**src/rtl/axil_regbus_bridge.sv**
```systemverilog
// AXI4-Lite slave to single-outstanding req/ack register bus, with a timeout watchdog and fixed error responses.
// Optional statistics counters (err_cnt, timeout_cnt) are enabled by defining AXIL_BRIDGE_STATS_EN.
module axil_regbus_bridge #(
  parameter int          ADDR_W         = 20,
  parameter int          TIMEOUT_CYCLES = 256,
  parameter logic [31:0] ERR_RDATA      = 32'hDEAD_BEEF
) (
  input  logic              axilite_clk,
  input  logic              axilite_rst,
  input  logic [31:0]       s_axi_awaddr,
  input  logic [2:0]        s_axi_awprot,
  input  logic              s_axi_awvalid,
  output logic              s_axi_awready,
  input  logic [31:0]       s_axi_wdata,
  input  logic [3:0]        s_axi_wstrb,
  input  logic              s_axi_wvalid,
  output logic              s_axi_wready,
  output logic [1:0]        s_axi_bresp,
  output logic              s_axi_bvalid,
  input  logic              s_axi_bready,
  input  logic [31:0]       s_axi_araddr,
  input  logic [2:0]        s_axi_arprot,
  input  logic              s_axi_arvalid,
  output logic              s_axi_arready,
  output logic [31:0]       s_axi_rdata,
  output logic [1:0]        s_axi_rresp,
  output logic              s_axi_rvalid,
  input  logic              s_axi_rready,
  output logic              reg_req,
  output logic              reg_wr,
  output logic [ADDR_W-1:0] reg_addr,
  output logic [31:0]       reg_wdata,
  output logic [3:0]        reg_wstrb,
  input  logic              reg_ack,
  input  logic [31:0]       reg_rdata,
  input  logic              reg_err
`ifdef AXIL_BRIDGE_STATS_EN
  ,
  output logic [15:0]       err_cnt,
  output logic [15:0]       timeout_cnt
`endif
);
  localparam logic [1:0] S_IDLE  = 2'd0;
  localparam logic [1:0] S_BUS   = 2'd1;
  localparam logic [1:0] S_WRESP = 2'd2;
  localparam logic [1:0] S_RRESP = 2'd3;
  localparam logic [1:0] R_OKAY   = 2'b00;
  localparam logic [1:0] R_SLVERR = 2'b10;
  localparam logic [1:0] R_DECERR = 2'b11;
  localparam logic [15:0] TO_LAST = 16'(TIMEOUT_CYCLES - 1);

  logic [1:0]        state_q, state_d;
  logic              aw_held_q, aw_held_d, w_held_q, w_held_d, ar_held_q, ar_held_d;
  logic [ADDR_W-1:0] aw_addr_q, aw_addr_d, ar_addr_q, ar_addr_d;
  logic [31:0]       w_data_q, w_data_d;
  logic [3:0]        w_strb_q, w_strb_d;
  logic              last_wr_q, last_wr_d;
  logic [15:0]       cnt_q, cnt_d;
  logic              req_q, req_d, wr_q, wr_d;
  logic [ADDR_W-1:0] addr_q, addr_d;
  logic [31:0]       wdata_q, wdata_d, rdata_q, rdata_d;
  logic [3:0]        wstrb_q, wstrb_d;
  logic              bvalid_q, bvalid_d, rvalid_q, rvalid_d;
  logic [1:0]        bresp_q, bresp_d, rresp_q, rresp_d;
  logic              wr_pend, rd_pend, pick_wr, err_evt, to_evt;

  assign s_axi_awready = ~aw_held_q & ~axilite_rst;
  assign s_axi_wready  = ~w_held_q  & ~axilite_rst;
  assign s_axi_arready = ~ar_held_q & ~axilite_rst;
  assign s_axi_bvalid  = bvalid_q;
  assign s_axi_bresp   = bresp_q;
  assign s_axi_rvalid  = rvalid_q;
  assign s_axi_rresp   = rresp_q;
  assign s_axi_rdata   = rdata_q;
  assign reg_req   = req_q;
  assign reg_wr    = wr_q;
  assign reg_addr  = addr_q;
  assign reg_wdata = wdata_q;
  assign reg_wstrb = wstrb_q;

  assign wr_pend = aw_held_q & w_held_q;
  assign rd_pend = ar_held_q;
  // Alternation state only moves on contested cycles, so an uncontested issue never biases the next tie.
  assign pick_wr = wr_pend & (~rd_pend | ~last_wr_q);

  always_comb begin
    state_d = state_q;
    aw_held_d = aw_held_q; aw_addr_d = aw_addr_q;
    w_held_d = w_held_q; w_data_d = w_data_q; w_strb_d = w_strb_q;
    ar_held_d = ar_held_q; ar_addr_d = ar_addr_q;
    last_wr_d = last_wr_q;
    cnt_d = cnt_q;
    req_d = 1'b0; wr_d = wr_q; addr_d = addr_q; wdata_d = wdata_q; wstrb_d = wstrb_q;
    bvalid_d = bvalid_q; bresp_d = bresp_q;
    rvalid_d = rvalid_q; rresp_d = rresp_q; rdata_d = rdata_q;
    err_evt = 1'b0; to_evt = 1'b0;

    if (s_axi_awvalid && s_axi_awready) begin
      aw_held_d = 1'b1; aw_addr_d = s_axi_awaddr[ADDR_W-1:0];
    end
    if (s_axi_wvalid && s_axi_wready) begin
      w_held_d = 1'b1; w_data_d = s_axi_wdata; w_strb_d = s_axi_wstrb;
    end
    if (s_axi_arvalid && s_axi_arready) begin
      ar_held_d = 1'b1; ar_addr_d = s_axi_araddr[ADDR_W-1:0];
    end

    case (state_q)
      S_IDLE: begin
        if (wr_pend && rd_pend) last_wr_d = pick_wr;
        if (pick_wr) begin
          aw_held_d = 1'b0; w_held_d = 1'b0;
          if (aw_addr_q[1:0] != 2'b00) begin
            bvalid_d = 1'b1; bresp_d = R_DECERR; err_evt = 1'b1; state_d = S_WRESP;
          end else begin
            req_d = 1'b1; wr_d = 1'b1; addr_d = {aw_addr_q[ADDR_W-1:2], 2'b00};
            wdata_d = w_data_q; wstrb_d = w_strb_q; cnt_d = '0; state_d = S_BUS;
          end
        end else if (rd_pend) begin
          ar_held_d = 1'b0;
          if (ar_addr_q[1:0] != 2'b00) begin
            rvalid_d = 1'b1; rresp_d = R_DECERR; rdata_d = ERR_RDATA; err_evt = 1'b1;
            state_d = S_RRESP;
          end else begin
            req_d = 1'b1; wr_d = 1'b0; addr_d = {ar_addr_q[ADDR_W-1:2], 2'b00};
            cnt_d = '0; state_d = S_BUS;
          end
        end
      end
      S_BUS: begin
        cnt_d = cnt_q + 16'd1;
        if (reg_ack || cnt_q == TO_LAST) begin
          to_evt  = ~reg_ack;
          err_evt = ~reg_ack | reg_err;
          if (wr_q) begin
            bvalid_d = 1'b1; bresp_d = err_evt ? R_SLVERR : R_OKAY; state_d = S_WRESP;
          end else begin
            rvalid_d = 1'b1; rresp_d = err_evt ? R_SLVERR : R_OKAY;
            rdata_d = err_evt ? ERR_RDATA : reg_rdata; state_d = S_RRESP;
          end
        end
      end
      S_WRESP: if (s_axi_bready) begin bvalid_d = 1'b0; state_d = S_IDLE; end
      default: if (s_axi_rready) begin rvalid_d = 1'b0; state_d = S_IDLE; end
    endcase
  end

  always_ff @(posedge axilite_clk or posedge axilite_rst) begin
    if (axilite_rst) begin
      state_q <= S_IDLE;
      aw_held_q <= 1'b0; aw_addr_q <= '0;
      w_held_q <= 1'b0; w_data_q <= '0; w_strb_q <= '0;
      ar_held_q <= 1'b0; ar_addr_q <= '0;
      last_wr_q <= 1'b0; cnt_q <= '0;
      req_q <= 1'b0; wr_q <= 1'b0; addr_q <= '0; wdata_q <= '0; wstrb_q <= '0;
      bvalid_q <= 1'b0; bresp_q <= '0; rvalid_q <= 1'b0; rresp_q <= '0; rdata_q <= '0;
    end else begin
      state_q <= state_d;
      aw_held_q <= aw_held_d; aw_addr_q <= aw_addr_d;
      w_held_q <= w_held_d; w_data_q <= w_data_d; w_strb_q <= w_strb_d;
      ar_held_q <= ar_held_d; ar_addr_q <= ar_addr_d;
      last_wr_q <= last_wr_d; cnt_q <= cnt_d;
      req_q <= req_d; wr_q <= wr_d; addr_q <= addr_d; wdata_q <= wdata_d; wstrb_q <= wstrb_d;
      bvalid_q <= bvalid_d; bresp_q <= bresp_d; rvalid_q <= rvalid_d; rresp_q <= rresp_d;
      rdata_q <= rdata_d;
    end
  end

`ifdef AXIL_BRIDGE_STATS_EN
  logic [15:0] err_cnt_q, to_cnt_q;
  always_ff @(posedge axilite_clk or posedge axilite_rst) begin
    if (axilite_rst) begin
      err_cnt_q <= '0; to_cnt_q <= '0;
    end else begin
      if (err_evt && err_cnt_q != 16'hFFFF) err_cnt_q <= err_cnt_q + 16'd1;
      if (to_evt && to_cnt_q != 16'hFFFF) to_cnt_q <= to_cnt_q + 16'd1;
    end
  end
  assign err_cnt     = err_cnt_q;
  assign timeout_cnt = to_cnt_q;
`else
  logic unused_stats;
  assign unused_stats = err_evt ^ to_evt;
`endif

  // Upper address bits are decoded by the crossbar; prot is not used by the register bus.
  logic unused_in;
  assign unused_in = ^{s_axi_awprot, s_axi_arprot, s_axi_awaddr[31:ADDR_W], s_axi_araddr[31:ADDR_W]};
endmodule

```
**config.mk**
```make
export PLATFORM = sky130hd
export DESIGN_NAME = axil_regbus_bridge
export DESIGN_NICKNAME = d
export VERILOG_FILES = /design/src/rtl/axil_regbus_bridge.sv
export SDC_FILE = /design/constraint.sdc
export NUM_CORES = 1
export LEC_CHECK = 0
export ABC_AREA = 1
export CAP_MARGIN = 25
export CORE_MARGIN = 2
export CORE_UTILIZATION = 51
export DETAILED_ROUTE_END_ITERATION = 16
export GPL_TIMING_DRIVEN = 0
export PLACE_DENSITY = 0.86
export SLEW_MARGIN = 20
export SYNTH_ARGS = -nofsm -noshare
export SYNTH_HDL_FRONTEND = slang
export SYNTH_SLANG_ARGS = --single-unit
```
**constraint.sdc**
```tcl
create_clock -name axilite_clk -period 9.7 [get_ports axilite_clk]
set_input_delay 1.94 -clock axilite_clk [delete_from_list [all_inputs] [get_ports axilite_clk]]
set_output_delay 1.94 -clock axilite_clk [all_outputs]
set_load 0.01 [all_outputs]
```
==> results.md <==
- The run finished with clean final reports.
- The number of global-route vias before repair is about 7,500.
- The CTS sink count is roughly 190.
- The pre-CTS setup slack is 4410 ps.
- The standard-cell row count is between 40 and 50.
- In this run the number of H-tree levels came out at 4.
- The die covers 0.0172 sq mm.
- The required time reported for the critical path endpoint is 7760 ps.
- The maximum fanout along the worst path is 4.
- Setup violations remaining at the end of the flow were counted as 0.
- The number of pins with negative max-slew slack in the final report is 0.
- Once placement finished, the instance area stood at 0.0107 sq mm.
- A synthesized cell averages 8.61 sq um.
- After the first detailed-routing iteration, the DRC count stood at 485.
- The leading cell type in the layout, fill and taps excluded is nand2_1.
- Across the VDD grid, the largest voltage drop is 147 uV.
- The vertical die dimension is roughly 130 microns.
- Using the TritonRoute via totals, the vias-per-cell ratio works out to ~5.2.
- The total of fill cells in the finished design is 1,178.
- Summing all multi-input logic gate instances after layout gives 0.00312 sq mm.
- For this run, design rule violations remaining after detail routing come to 0.
- The static leakage is 0.00544 uW.
- The slew at the pin closest to its max-slew limit is 729 ps.
- On the final layout, the worst clock skew is 10.9 ps.
- On the worst path, the slowest cell contributes a delay of 590 ps.
- The length of the first detailed-routing pass in iterations is 6.
- The post-route cell area is 0.0112 sq mm.
- The wire length of the first global-routing pass is 36.4 mm.
- The cell that appears most often on the critical path is clkdlybuf4s50_1.
- Yosys mapped a number of flops with a built-in enable equal to 0.
- Summed over all failing endpoints, the final setup total negative slack is 0 ps.
- The synthesized netlist contains 29 unique library cells.
- The post-detailed-route count of antenna-violating nets is 0.
- The antenna diode count is 0.
- The clock passes through at most 2 buffers.
- Entering global routing, the biggest net connects 106 pins.
- The max capacitance violation total is 0.
- The core area is roughly 0.016 sq mm.
- The cell with the biggest individual delay on the critical path is clkdlybuf4s50_1.
- The cell area that synthesis handed to floorplanning was 0.00825 sq mm.
- In the final layout, the share of cells above drive strength 1 is 0.0871.
- The starting utilization of the core area is 0.521.
- The count of port buffers added during placement is 213.
- The global placer's final weighted congestion is 0.866.
- The dominant synthesized flop cell is dfrtp_1.
- The hold violation total from the final report is 0.
- Data arrives at the worst endpoint at 3370 ps.
- Broken down by cell family, the worst path's largest delay share belongs to buffers and inverters.
- For this run, the total global-route usage over all layers was measured as 0.263.
- STA classifies the critical path startpoint as an input pin.
- The share of synthesized registers carrying an async set or reset is 1.00.
- around 250 I/O pins were placed.
- The clock-pin slew of the registers on the worst-case setup and hold paths is around 60 ps.
- The flip-flop and latch area is 0.00480 sq mm.
- The root cell of the clock tree is clkbuf_16.
- The utilization after layout is 0.711.
- The gate count of the mapped netlist is 959.
- In this run, synthesis produced a sequential element count of 192.
- The post-detailed-routing wire length is 21.9 mm.
- The initial antenna violation count is 0.
- During synthesis, Yosys emitted a total of 0 warnings.
- The min-delay analysis places its worst path in the category reg2reg.
- Based on the critical path, the design can be clocked at up to 188 MHz.
- From synthesis to final layout, the design area changed by 36.3%.
- Dividing total power by cell area gives a power density of 311 mW/mm^2.
- For the worst-skew pair, the clock arrives at the later sink with an insertion delay of 420 ps.
- The type of element capturing the critical path is a primary output.
- The portion of the clock cycle consumed by the worst path in the final layout is 0.548.
- The number of buffers created by CTS is 17.
- In this run the tightest slew margin relative to its limit is 0.514.
- The number of buffers added for setup after CTS is 0.
- After the last flow step, the layout net total stands at about 1,300.
- Across all layers, the routed design uses 7,414 vias.
- The post-route minimum period is 5310 ps.
- The critical path goes through clkdlybuf4s50_1 > nor2_1 > clkdlybuf4s50_1.
- The horizontal extent of the die is 131 microns.
- The post-detailed-route wirelength per cell is 15.4 microns.
- In this run, post-CTS hold repair placed 0 buffers.
- The number of instances resized during post-cts repair is 0.
- Summed over all layers, the global routing overflow is 0.
- The worst hold slack is 467 ps.
- The number of buffers and inverters on the critical path is 2.
- The CTS tree is done.
- The half-perimeter wire length after detailed placement is 15.5 mm.
- The final worst-path setup slack is 4390 ps.
- Setup repair after global routing left no endpoint under its margin.
- In the layout the commonest cells are nand2_1, clkdlybuf4s50_1, dfrtp_1, nor2_1, nand4_1.
- The critical path class is in2out.
- The register area share after synthesis is 0.582.
-- Yosys cell counts, types with 2 or more instances --
| master | instances | area, sq um |
|---|---|---|
| o31ai_1 | 19 | 143 |
| nand2_1 | 433 | 1630 |
| mux2_2 | 18 | 203 |
| buf_1 | 6 | 22.5 |
| or2_2 | 21 | 131 |
| nor3_1 | 3 | 15.0 |
| nor2_4 | 3 | 33.8 |
| clkbuf_1 | 16 | 60.1 |
| o21ai_0 | 24 | 120 |
| buf_2 | 17 | 85.1 |
| inv_1 | 30 | 113 |
| nand4_1 | 42 | 263 |
| a21oi_1 | 3 | 15.0 |
| buf_4 | 5 | 37.5 |
| inv_2 | 4 | 15.0 |
| or2_0 | 4 | 25.0 |
| nand3_1 | 35 | 175 |
| dfrtp_1 | 192 | 4800 |
| nor2_1 | 72 | 270 |
| nand2_2 | 2 | 12.5 |
| nor2_2 | 2 | 12.5 |
-- worst paths after layout --
kind | endpoint | cells after the start | slack (ps) | from
max in group asynchronous | s_axi_rdata[5]$_DFFE_PP0P_ | 3 | 6690 | axilite_rst
max | s_axi_arready | 3 | 4390 | axilite_rst
min reg2reg | s_axi_rdata[11]$_DFFE_PP0P_ | 2 | 470 | s_axi_rdata[11]$_DFFE_PP0P_
max reg2reg | s_axi_rdata[1]$_DFFE_PP0P_ | 9 | 7740 | cnt_q[0]$_DFFE_PP0P_
min | s_axi_rdata[11]$_DFFE_PP0P_ | 2 | 470 | s_axi_rdata[11]$_DFFE_PP0P_
min in group asynchronous | aw_addr_q[1]$_DFFE_PP0P_ | 2 | 2160 | axilite_rst
-- layer usage --
layer,part of all wire,routed length (microns),global-route usage
met1,0.41,8940,0.335
met2,0.49,10700,0.432
met3,0.076,1670,0.0621
met4,0.028,612,0.112
met5,0,0,0
-- worst min-delay path: stages (launching register included) --
cell and delay, ps:
dfrtp_1 340, nand2_1 50, nand2_1 40
-- layout make-up --
cell class	count	area share
multi-input cells	689	0.277
plain buffers	44	0.0182
well taps	216	0.0240
flip-flops and latches	192	0.427
repair buffers	214	0.192
clock buffers	20	0.0397
clock inverters	11	0.00946
inverters	35	0.0123
-- report_power, final --
part / internal (uW) / switching, uW / total, uW
combinational: 654 / 820 / 1470
clock: 362 / 304 / 666
sequential: 1150 / 201 / 1350
-- registers in the layout, summed over array words and instances (netlist names), 2 cells and up --
name	cells
w_data_q	32
s_axi_bresp	2
reg_wstrb	4
state_q	2
ar_addr_q	20
cnt_q	16
reg_addr	18
s_axi_rresp	2
s_axi_rdata	32
reg_wdata	32
aw_addr_q	20
w_strb_q	4
-- stage by stage --
stage	std cells	power, uW
after floorplan	960	2170
after global placement	1389	2760
after detailed placement	1390	2830
after CTS	1421	3510
after global routing	1421	3740
final	1421	3490
-- cell families (layout without fill, tap and decap cells) --
kind of cell | count (synthesis) | after routing | synth area share
AO/OA/AOI/OAI | 48 | 48 | 0.0355
AND/OR/NAND/NOR | 619 | 619 | 0.314
multiplexers | 18 | 18 | 0.0246
other | 1 | 2 | 0.000454
flip-flops | 192 | 192 | 0.582
XOR/XNOR | 1 | 1 | 0.00106
buffers and inverters | 79 | 324 | 0.0408
adder cells (fa/ha/maj) | 1 | 1 | 0.00152
Power figures use the tool's default switching activity.
